===== src/rtl/bus_pkg.sv =====
// Shared definitions for the multi-master bus interconnect: default widths,
// FSM state encoding and well-known slave indices.
package bus_pkg;

    localparam int ADDR_W_DEF = 16;
    localparam int DATA_W_DEF = 64;

    localparam int RAM_IDX   = 0;
    localparam int FACTO_IDX = 1;

    typedef enum logic {
        IDLE  = 1'b0,
        OWNED = 1'b1
    } state_t;

    // Pointer width that stays at least one bit for the two-master case.
    function automatic int ptr_width(input int n);
        return (n <= 2) ? 1 : $clog2(n);
    endfunction

endpackage


===== src/rtl/bus_interconnect_if.sv =====
// Bundle of the master-side and slave-side bus signals of the interconnect.
// Modports: master (a bus master), slave (a slave instance), fabric (the interconnect).
interface bus_interconnect_if #(
    parameter int NUM_MST = 2,
    parameter int NUM_SLV = 4,
    parameter int ADDR_W  = bus_pkg::ADDR_W_DEF,
    parameter int DATA_W  = bus_pkg::DATA_W_DEF
);
    logic [NUM_MST-1:0]        m_req;
    logic [NUM_MST-1:0]        m_wr;
    logic [NUM_MST*ADDR_W-1:0] m_addr;
    logic [NUM_MST*DATA_W-1:0] m_dout;
    logic [NUM_MST-1:0]        m_grant;
    logic [DATA_W-1:0]         m_din;

    logic [NUM_SLV-1:0]        s_sel;
    logic                      s_wr;
    logic [ADDR_W-1:0]         s_addr;
    logic [DATA_W-1:0]         s_din;
    logic [NUM_SLV*DATA_W-1:0] s_dout;

    logic                      dec_err;
    logic                      bus_err;

    modport master (
        output m_req, m_wr, m_addr, m_dout,
        input  m_grant, m_din, dec_err, bus_err
    );

    modport slave (
        input  s_sel, s_wr, s_addr, s_din,
        output s_dout
    );

    modport fabric (
        input  m_req, m_wr, m_addr, m_dout, s_dout,
        output m_grant, m_din, s_sel, s_wr, s_addr, s_din, dec_err, bus_err
    );

endinterface


===== src/rtl/bus_interconnect_rr_arbiter.sv =====
// Combinational round-robin picker: the search starts one past the last owner
// and wraps, returning a one-hot pick (all zero when nobody requests).
module rr_arbiter #(
    parameter int NUM_MST = 2,
    parameter int PTR_W   = 1
) (
    input  logic [NUM_MST-1:0] req,
    input  logic [PTR_W-1:0]   last,
    output logic [NUM_MST-1:0] pick
);

    always_comb begin
        logic             found;
        logic [PTR_W-1:0] idx;
        pick  = '0;
        found = 1'b0;
        idx   = '0;
        for (int k = 1; k <= NUM_MST; k++) begin
            idx = PTR_W'((int'(last) + k) % NUM_MST);
            if (!found && req[idx]) begin
                pick[idx] = 1'b1;
                found     = 1'b1;
            end
        end
    end

endmodule


===== src/rtl/bus_interconnect.sv =====
// NUM_MST-to-NUM_SLV shared bus with locked round-robin grants, upper-address
// decode and one-cycle read return. Optional grant watchdog: BUS_TIMEOUT_EN.
module bus_interconnect
    import bus_pkg::*;
#(
    parameter int NUM_MST   = 2,
    parameter int NUM_SLV   = 4,
    parameter int ADDR_W    = ADDR_W_DEF,
    parameter int DATA_W    = DATA_W_DEF,
    parameter int SLV_IDX_W = 4
`ifdef BUS_TIMEOUT_EN
    ,
    parameter int TIMEOUT   = 256
`endif
) (
    input  logic          clk,
    input  logic          reset_n,
    bus_interconnect_if.fabric bus
);

    localparam int PTR_W = ptr_width(NUM_MST);
    localparam int SEL_W = $clog2(NUM_SLV);

    state_t               state_reg;
    logic [NUM_MST-1:0]   grant_reg;
    logic [PTR_W-1:0]     owner_reg;
    logic [PTR_W-1:0]     last_reg;
    logic                 rd_valid_reg;
    logic [SEL_W-1:0]     rd_idx_reg;
    logic                 bus_err_reg;
`ifdef BUS_TIMEOUT_EN
    localparam int CNT_W = $clog2(TIMEOUT) + 1;
    logic [CNT_W-1:0]     cnt_reg;
`endif

    logic [NUM_MST-1:0]   pick;
    logic [PTR_W-1:0]     pick_idx;
    logic                 granted;
    logic                 cur_wr;
    logic [ADDR_W-1:0]    cur_addr;
    logic [DATA_W-1:0]    cur_din;
    logic [SLV_IDX_W-1:0] slv_idx;
    logic                 unmapped;
    logic [DATA_W-1:0]    s_dout_arr [NUM_SLV];

    rr_arbiter #(
        .NUM_MST (NUM_MST),
        .PTR_W   (PTR_W)
    ) u_arb (
        .req  (bus.m_req),
        .last (last_reg),
        .pick (pick)
    );

    always_comb begin
        pick_idx = '0;
        for (int i = 0; i < NUM_MST; i++) begin
            if (pick[i]) pick_idx = PTR_W'(i);
        end
    end

    // One-hot grant mux; with no grant every bus field collapses to zero.
    always_comb begin
        cur_wr   = 1'b0;
        cur_addr = '0;
        cur_din  = '0;
        for (int i = 0; i < NUM_MST; i++) begin
            if (grant_reg[i]) begin
                cur_wr   = bus.m_wr[i];
                cur_addr = bus.m_addr[i*ADDR_W +: ADDR_W];
                cur_din  = bus.m_dout[i*DATA_W +: DATA_W];
            end
        end
    end

    assign granted  = (state_reg == OWNED);
    assign slv_idx  = cur_addr[ADDR_W-1 -: SLV_IDX_W];
    assign unmapped = ({1'b0, slv_idx} >= (SLV_IDX_W+1)'(NUM_SLV));

    for (genvar gi = 0; gi < NUM_SLV; gi++) begin : g_slv
        assign bus.s_sel[gi]  = granted & ~unmapped & (slv_idx == SLV_IDX_W'(gi));
        assign s_dout_arr[gi] = bus.s_dout[gi*DATA_W +: DATA_W];
    end

    assign bus.m_grant = grant_reg;
    assign bus.s_addr  = cur_addr;
    assign bus.s_din   = cur_din;
    assign bus.s_wr    = granted & cur_wr & ~unmapped;
    assign bus.dec_err = granted & unmapped;
    assign bus.bus_err = bus_err_reg;
    assign bus.m_din   = rd_valid_reg ? s_dout_arr[rd_idx_reg] : '0;

    always_ff @(posedge clk or negedge reset_n) begin
        if (!reset_n) begin
            state_reg    <= IDLE;
            grant_reg    <= '0;
            owner_reg    <= '0;
            last_reg     <= PTR_W'(NUM_MST - 1);
            rd_valid_reg <= 1'b0;
            rd_idx_reg   <= '0;
            bus_err_reg  <= 1'b0;
`ifdef BUS_TIMEOUT_EN
            cnt_reg      <= '0;
`endif
        end else begin
            bus_err_reg  <= 1'b0;
            rd_valid_reg <= granted & ~cur_wr & ~unmapped;
            rd_idx_reg   <= slv_idx[SEL_W-1:0];
            case (state_reg)
                IDLE: begin
                    if (|bus.m_req) begin
                        grant_reg <= pick;
                        owner_reg <= pick_idx;
                        state_reg <= OWNED;
`ifdef BUS_TIMEOUT_EN
                        cnt_reg   <= '0;
`endif
                    end
                end
                OWNED: begin
                    // Releasing (or being revoked) always passes through IDLE.
                    if (!bus.m_req[owner_reg]) begin
                        grant_reg <= '0;
                        state_reg <= IDLE;
                        last_reg  <= owner_reg;
                    end
`ifdef BUS_TIMEOUT_EN
                    else if (cnt_reg == CNT_W'(TIMEOUT - 1)) begin
                        grant_reg   <= '0;
                        state_reg   <= IDLE;
                        last_reg    <= owner_reg;
                        bus_err_reg <= 1'b1;
                    end else begin
                        cnt_reg <= cnt_reg + 1'b1;
                    end
`endif
                end
                default: begin
                    grant_reg <= '0;
                    state_reg <= IDLE;
                end
            endcase
        end
    end

endmodule

===== src/flat_wrapper.sv =====
// flat-port wrapper written by rule: the top's interface ports become plain ports
module bus_interconnect_flat import bus_pkg::*;
#(
    parameter int NUM_MST   = 2,
    parameter int NUM_SLV   = 4,
    parameter int ADDR_W    = ADDR_W_DEF,
    parameter int DATA_W    = DATA_W_DEF,
    parameter int SLV_IDX_W = 4

)
  (clk, reset_n, bus_m_req, bus_m_wr, bus_m_addr, bus_m_dout, bus_s_dout, bus_m_grant, bus_m_din, bus_s_sel, bus_s_wr, bus_s_addr, bus_s_din, bus_dec_err, bus_bus_err);
  bus_interconnect_if #(.NUM_MST(NUM_MST), .NUM_SLV(NUM_SLV), .ADDR_W(ADDR_W), .DATA_W(DATA_W)) bus_i ();
  input  logic clk;
  input  logic reset_n;
  input wire logic [$bits(bus_i.m_req)-1:0] bus_m_req;
  input wire logic [$bits(bus_i.m_wr)-1:0] bus_m_wr;
  input wire logic [$bits(bus_i.m_addr)-1:0] bus_m_addr;
  input wire logic [$bits(bus_i.m_dout)-1:0] bus_m_dout;
  input wire logic [$bits(bus_i.s_dout)-1:0] bus_s_dout;
  output wire logic [$bits(bus_i.m_grant)-1:0] bus_m_grant;
  output wire logic [$bits(bus_i.m_din)-1:0] bus_m_din;
  output wire logic [$bits(bus_i.s_sel)-1:0] bus_s_sel;
  output wire logic [$bits(bus_i.s_wr)-1:0] bus_s_wr;
  output wire logic [$bits(bus_i.s_addr)-1:0] bus_s_addr;
  output wire logic [$bits(bus_i.s_din)-1:0] bus_s_din;
  output wire logic [$bits(bus_i.dec_err)-1:0] bus_dec_err;
  output wire logic [$bits(bus_i.bus_err)-1:0] bus_bus_err;
  assign bus_i.m_req = bus_m_req;
  assign bus_i.m_wr = bus_m_wr;
  assign bus_i.m_addr = bus_m_addr;
  assign bus_i.m_dout = bus_m_dout;
  assign bus_i.s_dout = bus_s_dout;
  assign bus_m_grant = bus_i.m_grant;
  assign bus_m_din = bus_i.m_din;
  assign bus_s_sel = bus_i.s_sel;
  assign bus_s_wr = bus_i.s_wr;
  assign bus_s_addr = bus_i.s_addr;
  assign bus_s_din = bus_i.s_din;
  assign bus_dec_err = bus_i.dec_err;
  assign bus_bus_err = bus_i.bus_err;
  bus_interconnect #(.NUM_MST(NUM_MST), .NUM_SLV(NUM_SLV), .ADDR_W(ADDR_W), .DATA_W(DATA_W), .SLV_IDX_W(SLV_IDX_W)) u_core (.clk(clk), .reset_n(reset_n), .bus(bus_i));
endmodule

===== config.mk =====
export PLATFORM = sky130hd
export DESIGN_NAME = bus_interconnect_flat
export DESIGN_NICKNAME = d
export VERILOG_FILES = /design/src/rtl/bus_pkg.sv /design/src/rtl/bus_interconnect_if.sv /design/src/rtl/bus_interconnect_rr_arbiter.sv /design/src/rtl/bus_interconnect.sv /design/src/flat_wrapper.sv
export SDC_FILE = /design/constraint.sdc
export NUM_CORES = 1
export LEC_CHECK = 0
export CORE_AREA = 10 10 217 219
export DETAILED_ROUTE_END_ITERATION = 10
export DIE_AREA = 0 0 227 229
export GPL_ROUTABILITY_DRIVEN = 0
export PLACE_DENSITY = 0.44
export SETUP_SLACK_MARGIN = 0.15
export SLEW_MARGIN = 0
export SYNTH_ARGS = -nofsm -noshare
export SYNTH_HDL_FRONTEND = slang
export SYNTH_HIERARCHICAL = 1
export SYNTH_SLANG_ARGS = --single-unit

===== constraint.sdc =====
create_clock -name clk -period 2.1 [get_ports clk]
set_clock_uncertainty 0.1 [all_clocks]
set_input_delay 0.42 -clock clk [delete_from_list [all_inputs] [get_ports clk]]
set_output_delay 0.42 -clock clk [all_outputs]
set_load 0.02 [all_outputs]

; Word level (Yosys, flattened, before mapping)
; Index checks and enable logic that the tools add are counted.
[op_classes]
n_addsub = 2
n_mul = 0
n_div = 0
order_cmp = 7
n_eq_ne = 5
shift = 0
n_mux = 30
bitwise_logic = 16
n_reduce_logical = 9
[op_table]
columns = op, count
row1 = $mux 64, 5
row2 = $bmux 64 s2, 1
row3 = $mux 16, 2
row4 = $mux 1, 14
row5 = $and 1x1->1, 10
row6 = $eq 4x2->1 const B, 2
row7 = $mux 2, 4
row8 = $lt 1x2->1 const B, 3
row9 = $reduce_and 2->1, 3
row10 = $eq 4x1->1 const B, 1
row11 = $ge 4x3->1 const B, 1
row12 = $logic_not 4->1, 1
row13 = $not 1->1, 4
row14 = $pmux 2 s2, 1
row15 = $ge 3x3->1 const B, 1
row16 = $logic_and 1x1->1, 3
row17 = $not 2->3, 1
row18 = $add 1x1->1 const B, 2
row19 = $demux 1 s1, 2
row20 = $ge 1x1->1 const B, 2
row21 = $ne 2x1->1 const B, 1
row22 = $ne 2x2->1 const B, 1
row23 = $or 2x2->2, 1
row24 = $pmux 1 s2, 1
row25 = other kinds (2), 2
[totals]
register_bits = 8
latch_bits = 0
mem_bits_rw = 0
romBits = 0
out_inout_bits = 153
elab_cells = 75
mem_count = 0

; Longest topological paths before layout
; Gate-level depths: netlist of the first run.
[depth]
ltp_word = 10
mapped_depth = 5
ltp_nobuf = 4

; Cells and area by module
; The synthesis of the first run kept the hierarchy.
[by_module_without_submodules]
columns = module, instances, cells_each, area_per_inst_um2, seq_area_each_um2
row1 = bus_interconnect, 1, 290, 3215.6, 201.4
row2 = rr_arbiter, 1, 3, 18.8, 0.0

; Worst setup path after synthesis of the first run
; OpenSTA, ideal clock, no wires.
[synth_timing]
path_type = reg2out
start = register u_core.grant_reg[0] (netlist: u_core/bus.m_grant[0])
end = output bus_s_sel[0]
t_arrival_ps = 1721
setup_slack_ps = -141
path_stages_with_launch = 6
n_path_buf = 1
path_cell_list = dfrtp_1 -> nor2b_1 -> buf_2 -> a22oi_1 -> inv_1 -> nor3_1
[synth_between]
elab_chain_cells = 6
word_cells_on_any_way = 7
cone_classes = 1 x order compare / 2 x mux / 3 x bitwise / 1 x reduce/logical
[synth_rtl]
columns = element, line_no
row1 = from (decl), bus_interconnect.sv:25  ; logic [NUM_MST-1:0] grant_reg;
row2 = from (signal assigned), bus_interconnect.sv:112  ; grant_reg <= pick;
row3 = $mux 16 (*) (2 in a row), bus_interconnect.sv:68  ; if (grant_reg[i]) begin
row4 = named net bus_s_addr[13], flat_wrapper.sv:24  ; output wire logic [$bits(bus_i.s_addr)-1:0] bus_s_addr;
row5 = $ge 4x3->1, bus_interconnect.sv:78  ; assign unmapped = ({1'b0, slv_idx} >= (SLV_IDX_W+1)'(NUM_SLV));
row6 = $not 1->1, bus_interconnect.sv:81  ; assign bus.s_sel[gi] = granted & ~unmapped & (slv_idx == SLV_IDX_W'(gi));
row7 = $and 1x1->1, bus_interconnect.sv:81
row8 = $and 1x1->1 (*), bus_interconnect.sv:81
row9 = to (decl), flat_wrapper.sv:22  ; output wire logic [$bits(bus_i.s_sel)-1:0] bus_s_sel;
; The timed path passes the listed nets; every way through them passes the cells marked *.

; Worst setup path after layout of the first run
[layout_timing]
start = register u_core.rd_idx_reg[0]
end = output bus_m_din[27]
[layout_between]
elab_chain_cells = 5
[layout_rtl]
columns = element, line_no
row1 = from (decl), bus_interconnect.sv:29  ; logic [SEL_W-1:0] rd_idx_reg;
row2 = from (signal assigned), bus_interconnect.sv:108  ; rd_idx_reg <= slv_idx[SEL_W-1:0];
row3 = $not 2->3 (implied by the code), bus_interconnect.sv:91  ; assign bus.m_din = rd_valid_reg ? s_dout_arr[rd_idx_reg] : '0;
row4 = $bmux 64 s2, bus_interconnect.sv:91
row5 = $mux 64 (implied by the code) (2 in a row), bus_interconnect.sv:91
row6 = $mux 64, bus_interconnect.sv:91
row7 = to (decl), flat_wrapper.sv:21  ; output wire logic [$bits(bus_i.m_din)-1:0] bus_m_din;
; Every way passes these cells. The select of a mux whose other input is x is not followed.

==> results of run 1 <==
[per-layer routing]
| layer | global-route usage | wire [um] |
|---|---|---|
| met1 | 0.136 | 13300 |
| met2 | 0.262 | 20400 |
| met3 | 0.0529 | 4420 |
| met4 | 0.0231 | 631 |
| met5 | 0 | 23 |
[worst max-delay path, stage by stage (launching register included)]
cell,delay [ns]
dfrtp_4,0.51
buf_12,0.16
buf_12,0.13
buf_6,0.11
mux4_2,0.46
and2_4,0.18
buf_6,0.13
[cells by family after synthesis]
| group | after synthesis | synth area share |
|---|---|---|
| AO/OA/AOI/OAI | 94 | 0.242 |
| AND/OR/NAND/NOR | 79 | 0.146 |
| multiplexers | 67 | 0.460 |
| buffers and inverters | 44 | 0.0890 |
| flip-flops | 8 | 0.0623 |
| other | 1 | 0.00116 |
[synth_stat cells (all sizes together), types with 3 or more instances]
cell / number / area share
a22o: 78 / 0.21
a22oi: 3 / 0.0070
and2: 64 / 0.12
buf: 20 / 0.061
clkbuf: 20 / 0.024
dfrtp: 7 / 0.054
inv: 4 / 0.0046
mux4: 64 / 0.45
nand2: 3 / 0.0035
nor2: 4 / 0.0046
nor2b: 3 / 0.0058
nor3: 4 / 0.0062
o21ai: 7 / 0.011
[cell type report]
class                      instances  area share
antenna                            3    0.000627
clock buffer                       4     0.00659
inverter                           4     0.00125
sequential                         8      0.0178
multi-input combinational        241       0.262
timing repair buffer             696       0.654
tap                              546      0.0571
[worst max-delay path by stage]
stage	start	end	cells past startpoint
4_1_cts	u_core/rd_idx_reg[0]	bus_m_din[27]	6
3_3_place_gp	bus_s_dout[255]	bus_m_din[63]	4
6_report	u_core/rd_idx_reg[0]	bus_m_din[27]	6
3_5_place_dp	bus_s_dout[255]	bus_m_din[63]	4
2_1_floorplan	u_core/bus.m_grant[1]	bus_s_sel[3]	3
5_1_grt	u_core/rd_idx_reg[0]	bus_m_din[27]	6
[power by group through the flow]
stage          clock network (uW)  registers, uW  logic (uW)
6_report                      344            283        8960
5_1_grt                       359            293        9400
4_1_cts                       352            284        7870
3_5_place_dp                    0            283        6810
3_3_place_gp                    0            283        6810
2_1_floorplan                   0            260        3140
[stage by stage]
step | cells | setup TNS (ns) | cell area (um2) | worst slack [ns] | util
2_1_floorplan | 293 | 0 | 3280 | 0.0917 | -
3_3_place_gp | 1425 | -35.62 | 10100 | -0.633 | 0.236
3_5_place_dp | 1425 | -35.85 | 10100 | -0.612 | 0.236
4_1_cts | 1472 | -27.28 | 11000 | -0.400 | 0.258
5_1_grt | 1501 | -39.54 | 12000 | -0.402 | 0.280
6_report | 1502 | -32.64 | 12000 | -0.347 | 0.280
[timing repair]
item,CTS,global route
setup buffers,32,23
setup endpoints to repair,151,151
gates resized for setup,698,245
cloned,11,4
pin swaps,24,30
hold buffers,0,0
==> impl_metrics.ini, run 1 <==
[finish]
num-nets-final = 1376
regArea_um2 = 213
multi_input_area_mm2 = 0.00314
fillers = 4523
syn_to_final_growth_pct = 270
final_common_cell = clkdlybuf4s50_1
drive_above_1_share = 0.463
final_cell_mix = clkdlybuf4s50_1, buf_6, mux4_2, a22o_1, and2_4

[die]
rows = 76
die_h_um = 229
fp.dieArea_mm2 = 0.0520
initial_core_util = 0.0758
fp.dieW_um = 227
core_mm2 = 0.0427
io_pins = 575

[run_status]
status = complete, but fails checks
failed_checks = negative setup slack

[pwr]
power_frac_seq = 0.030
p_int_uw = 5780
irDropWorstVdd_uv = 334
power_uw = 9590
power_density_mw_per_mm2 = 801
leakage_uw = 0.00476
clkPwrFrac = 0.036
switching_share = 0.397
p_sw_uw = 3810
combPwrFrac = 0.935

[critical_path]
critPathRequiredTime_ns = 1.58
path_class = reg -> out
ff2ff_setup_slack_ns = 0.27
rr_worst_depth = 9
startpoint_type = register
end_kind = output pin
timing.rr.start = u_core/bus.m_grant[0]
r2r_end = u_core/rd_idx_reg[1]
cp.arrival_ns = 1.93
worstPathMaxFanout = 5

[detailed_routing]
first_pass_iters = 6
viasPerCell = 3.80
drtAntennaViolNets = 0
wire_per_inst_um = 25.9
drc = 0
routed_wl_um = 38800
first_iter_violations = 225
dr_total_vias = 5706

[clock_tree]
cts_buffers = 3
cts_sinks = 8
cts_tree = done
clock_path_buffers = 2
cts_max_level = 1
root_buffer = clkbuf_16
clk_pin_slew_ns = 0.04
clock_latency_ns = 0.23

[yosys]
ys_ff_latch = 8
syn_inst = 293
ys_types = 29
synthArstFlopShare = 1.00
netlist_area_mm2 = 0.00323
synth_ff_type = dfrtp_1
synth_edf_count = 0
yosysWarnings = 6
avgSynthCellArea_um2 = 11.0
ys_seq_area_frac = 0.0623
synth_nets = 715

[timing]
setup_slack_ns = -0.347
holdWs_ns = 0.391
setup_viol = 147
hold_viol_final = 0
rsz0062_at_grt = true
fin_crit_sh = 1.17
max_freq_mhz = 409
fin_crit_ns = 2.45
drv_slew = 0

[placement]
portBuffers = 573
hpwl_um = 33000

[grt]
grt_overflow = 0
antenna_found_initial = 14
grt_pass1_vias = 6331
grt_max_degree = 65
grt_pass1_wl_um = 50900
grtUsageTotal = 0.136

[hold_path]
holdCritStartpoint = u_core/last_reg
hold_end = u_core/last_reg
min_path_type = reg -> reg
holdPathStages = 2

[run]
cap_viol_max_count = 0
Note: power is estimated with default switching activity, not from simulation.
==> run 2, diff against run 1 <==
CORE_AREA = 10 10 213 215   (was 10 10 217 219)
DIE_AREA = 0 0 223 225   (was 0 0 227 229)
PLACE_DENSITY = 0.45   (was 0.44)
clock period = 3 ns   (was 2.1 ns; I/O delays follow)
==> run 2 against run 1 <==
Against the previous run: the flow now finishes without violations; largest power group unchanged; flip-flop and latch count unchanged; critical path type is now in -> out; setup slack better by 0.44 ns; global-route usage fell by 1.2 points; via count decreased by 9.5%; sequential share of layout area grew 0.34 points; first-iteration DRC count down 12%; total power is 50% lower; sequential power is 31% lower; final cell count shrank 6.7%.
==> impl_metrics.ini, run 2 (synthesis gave the netlist of run 1 again) <==
[run_status]
status = complete, no violations

[finish]
regArea_um2 = 211
final_common_cell = clkdlybuf4s50_1
fillers = 4435
num-nets-final = 1280
drive_above_1_share = 0.144
syn_to_final_growth_pct = 209
final_cell_mix = clkdlybuf4s50_1, a22o_1, and2_1, mux4_2, dlymetal6s2s_1
multi_input_area_mm2 = 0.00276
final_area_mm2 = 0.00999
utilization = 0.241

[grt]
grt_pass1_vias = 5824
grtUsageTotal = 0.124
grt_max_degree = 87
antenna_found_initial = 10
grt_overflow = 0
grt_pass1_wl_um = 45600

[pwr]
power_density_mw_per_mm2 = 478
leakage_uw = 0.00410
irDropWorstVdd_uv = 268

[detailed_routing]
viasPerCell = 3.68
first_iter_violations = 199
wire_per_inst_um = 24.3
drtAntennaViolNets = 0
first_pass_iters = 4
routed_wl_um = 34100
dr_total_vias = 5162
drc = 0

[timing]
fin_crit_ns = 2.91
fin_crit_sh = 0.970
drv_slew = 0
rsz0062_at_grt = true
setup_slack_ns = 0.0902
relSlewSlack = 0.673
hold_viol_final = 0
setup_viol = 0
max_freq_mhz = 344
tightest_slew_ns = 0.485

[critical_path]
startpoint_type = primary input
path_class = in -> out
end_kind = output pin
critPathRequiredTime_ns = 2.30
worstPathMaxFanout = 1
cp.arrival_ns = 2.21

[die]
io_pins = 575
rows = 75
fp.dieArea_mm2 = 0.0502
core_mm2 = 0.0414
die_h_um = 225
fp.dieW_um = 223
initial_core_util = 0.0782

[run]
cap_viol_max_count = 0

[clock_tree]
cts_max_level = 1
clock_latency_ns = 0.23
cts_sinks = 8
cts_tree = done
cts_buffers = 3
clock_path_buffers = 2
clk_pin_slew_ns = 0.04
root_buffer = clkbuf_16

[placement]
pre_cts_ws_ns = -0.0411
hpwl_um = 30500
placed_area_mm2 = 0.00975
portBuffers = 573

[hold_path]
min_path_type = reg -> reg
## run 2: power by group
group / total, uW / internal [uW] / switching, uW
logic: 4340 / 2330 / 2010
clock network: 237 / 178 / 59.0
registers: 196 / 155 / 41.5
## run 2: per-stage QoR
step	setup TNS (ns)	instances	total power [uW]	hold slack (ns)
floorplan	0	293	2350	0.204
global placement	-0.0597	1385	4670	0.393
detailed placement	-0.0615	1385	4660	0.402
CTS	-0.00999	1390	4840	0.406
global route	0	1399	5080	0.425
finish	0	1401	4770	0.413
## run 2: worst paths after layout
path                                             end  slack [ns]                  start  cells after the start
min in group asynchronous       u_core/rd_idx_reg[1]        0.58                reset_n                      1
max in group asynchronous       u_core/rd_idx_reg[0]        1.87                reset_n                      1
worst max register to register  u_core/rd_idx_reg[1]        1.30  u_core/bus.m_grant[1]                      6
worst min-delay path                 u_core/last_reg        0.41        u_core/last_reg                      2
worst max-delay path                    bus_m_din[1]        0.09         bus_s_dout[65]                      4
worst min register to register       u_core/last_reg        0.41        u_core/last_reg                      2
## run 2: repair_timing
| item | in CTS | in global routing |
|---|---|---|
| endpoints found under the setup margin | 68 | 43 |
| cloned | 0 | 2 |
| gates resized for setup | 30 | 49 |
| pin swaps | 1 | 0 |
| buffers inserted | 1 | 4 |
| hold buffers | 0 | 0 |
| hold endpoints to repair | 0 | 0 |
## run 2: critical path, cell delays in order
cell and delay, ns:
clkdlybuf4s50_1 0.41, mux4_1 0.49, and2_1 0.18, clkdlybuf4s50_1 0.54
## run 2: layout make-up
type,instances,area share
antenna,5,0.00125
clock buffer,4,0.00789
inverter,4,0.00150
multi-input combinational,241,0.276
sequential,8,0.0212
tap,539,0.0675
timing repair buffer,600,0.625
## run 2: layer usage
| layer | part of all wire | track usage |
|---|---|---|
| met5 | 0 | 0 |
| met4 | 0.013 | 0.0240 |
| met3 | 0.098 | 0.0481 |
| met2 | 0.53 | 0.234 |
| met1 | 0.36 | 0.128 |
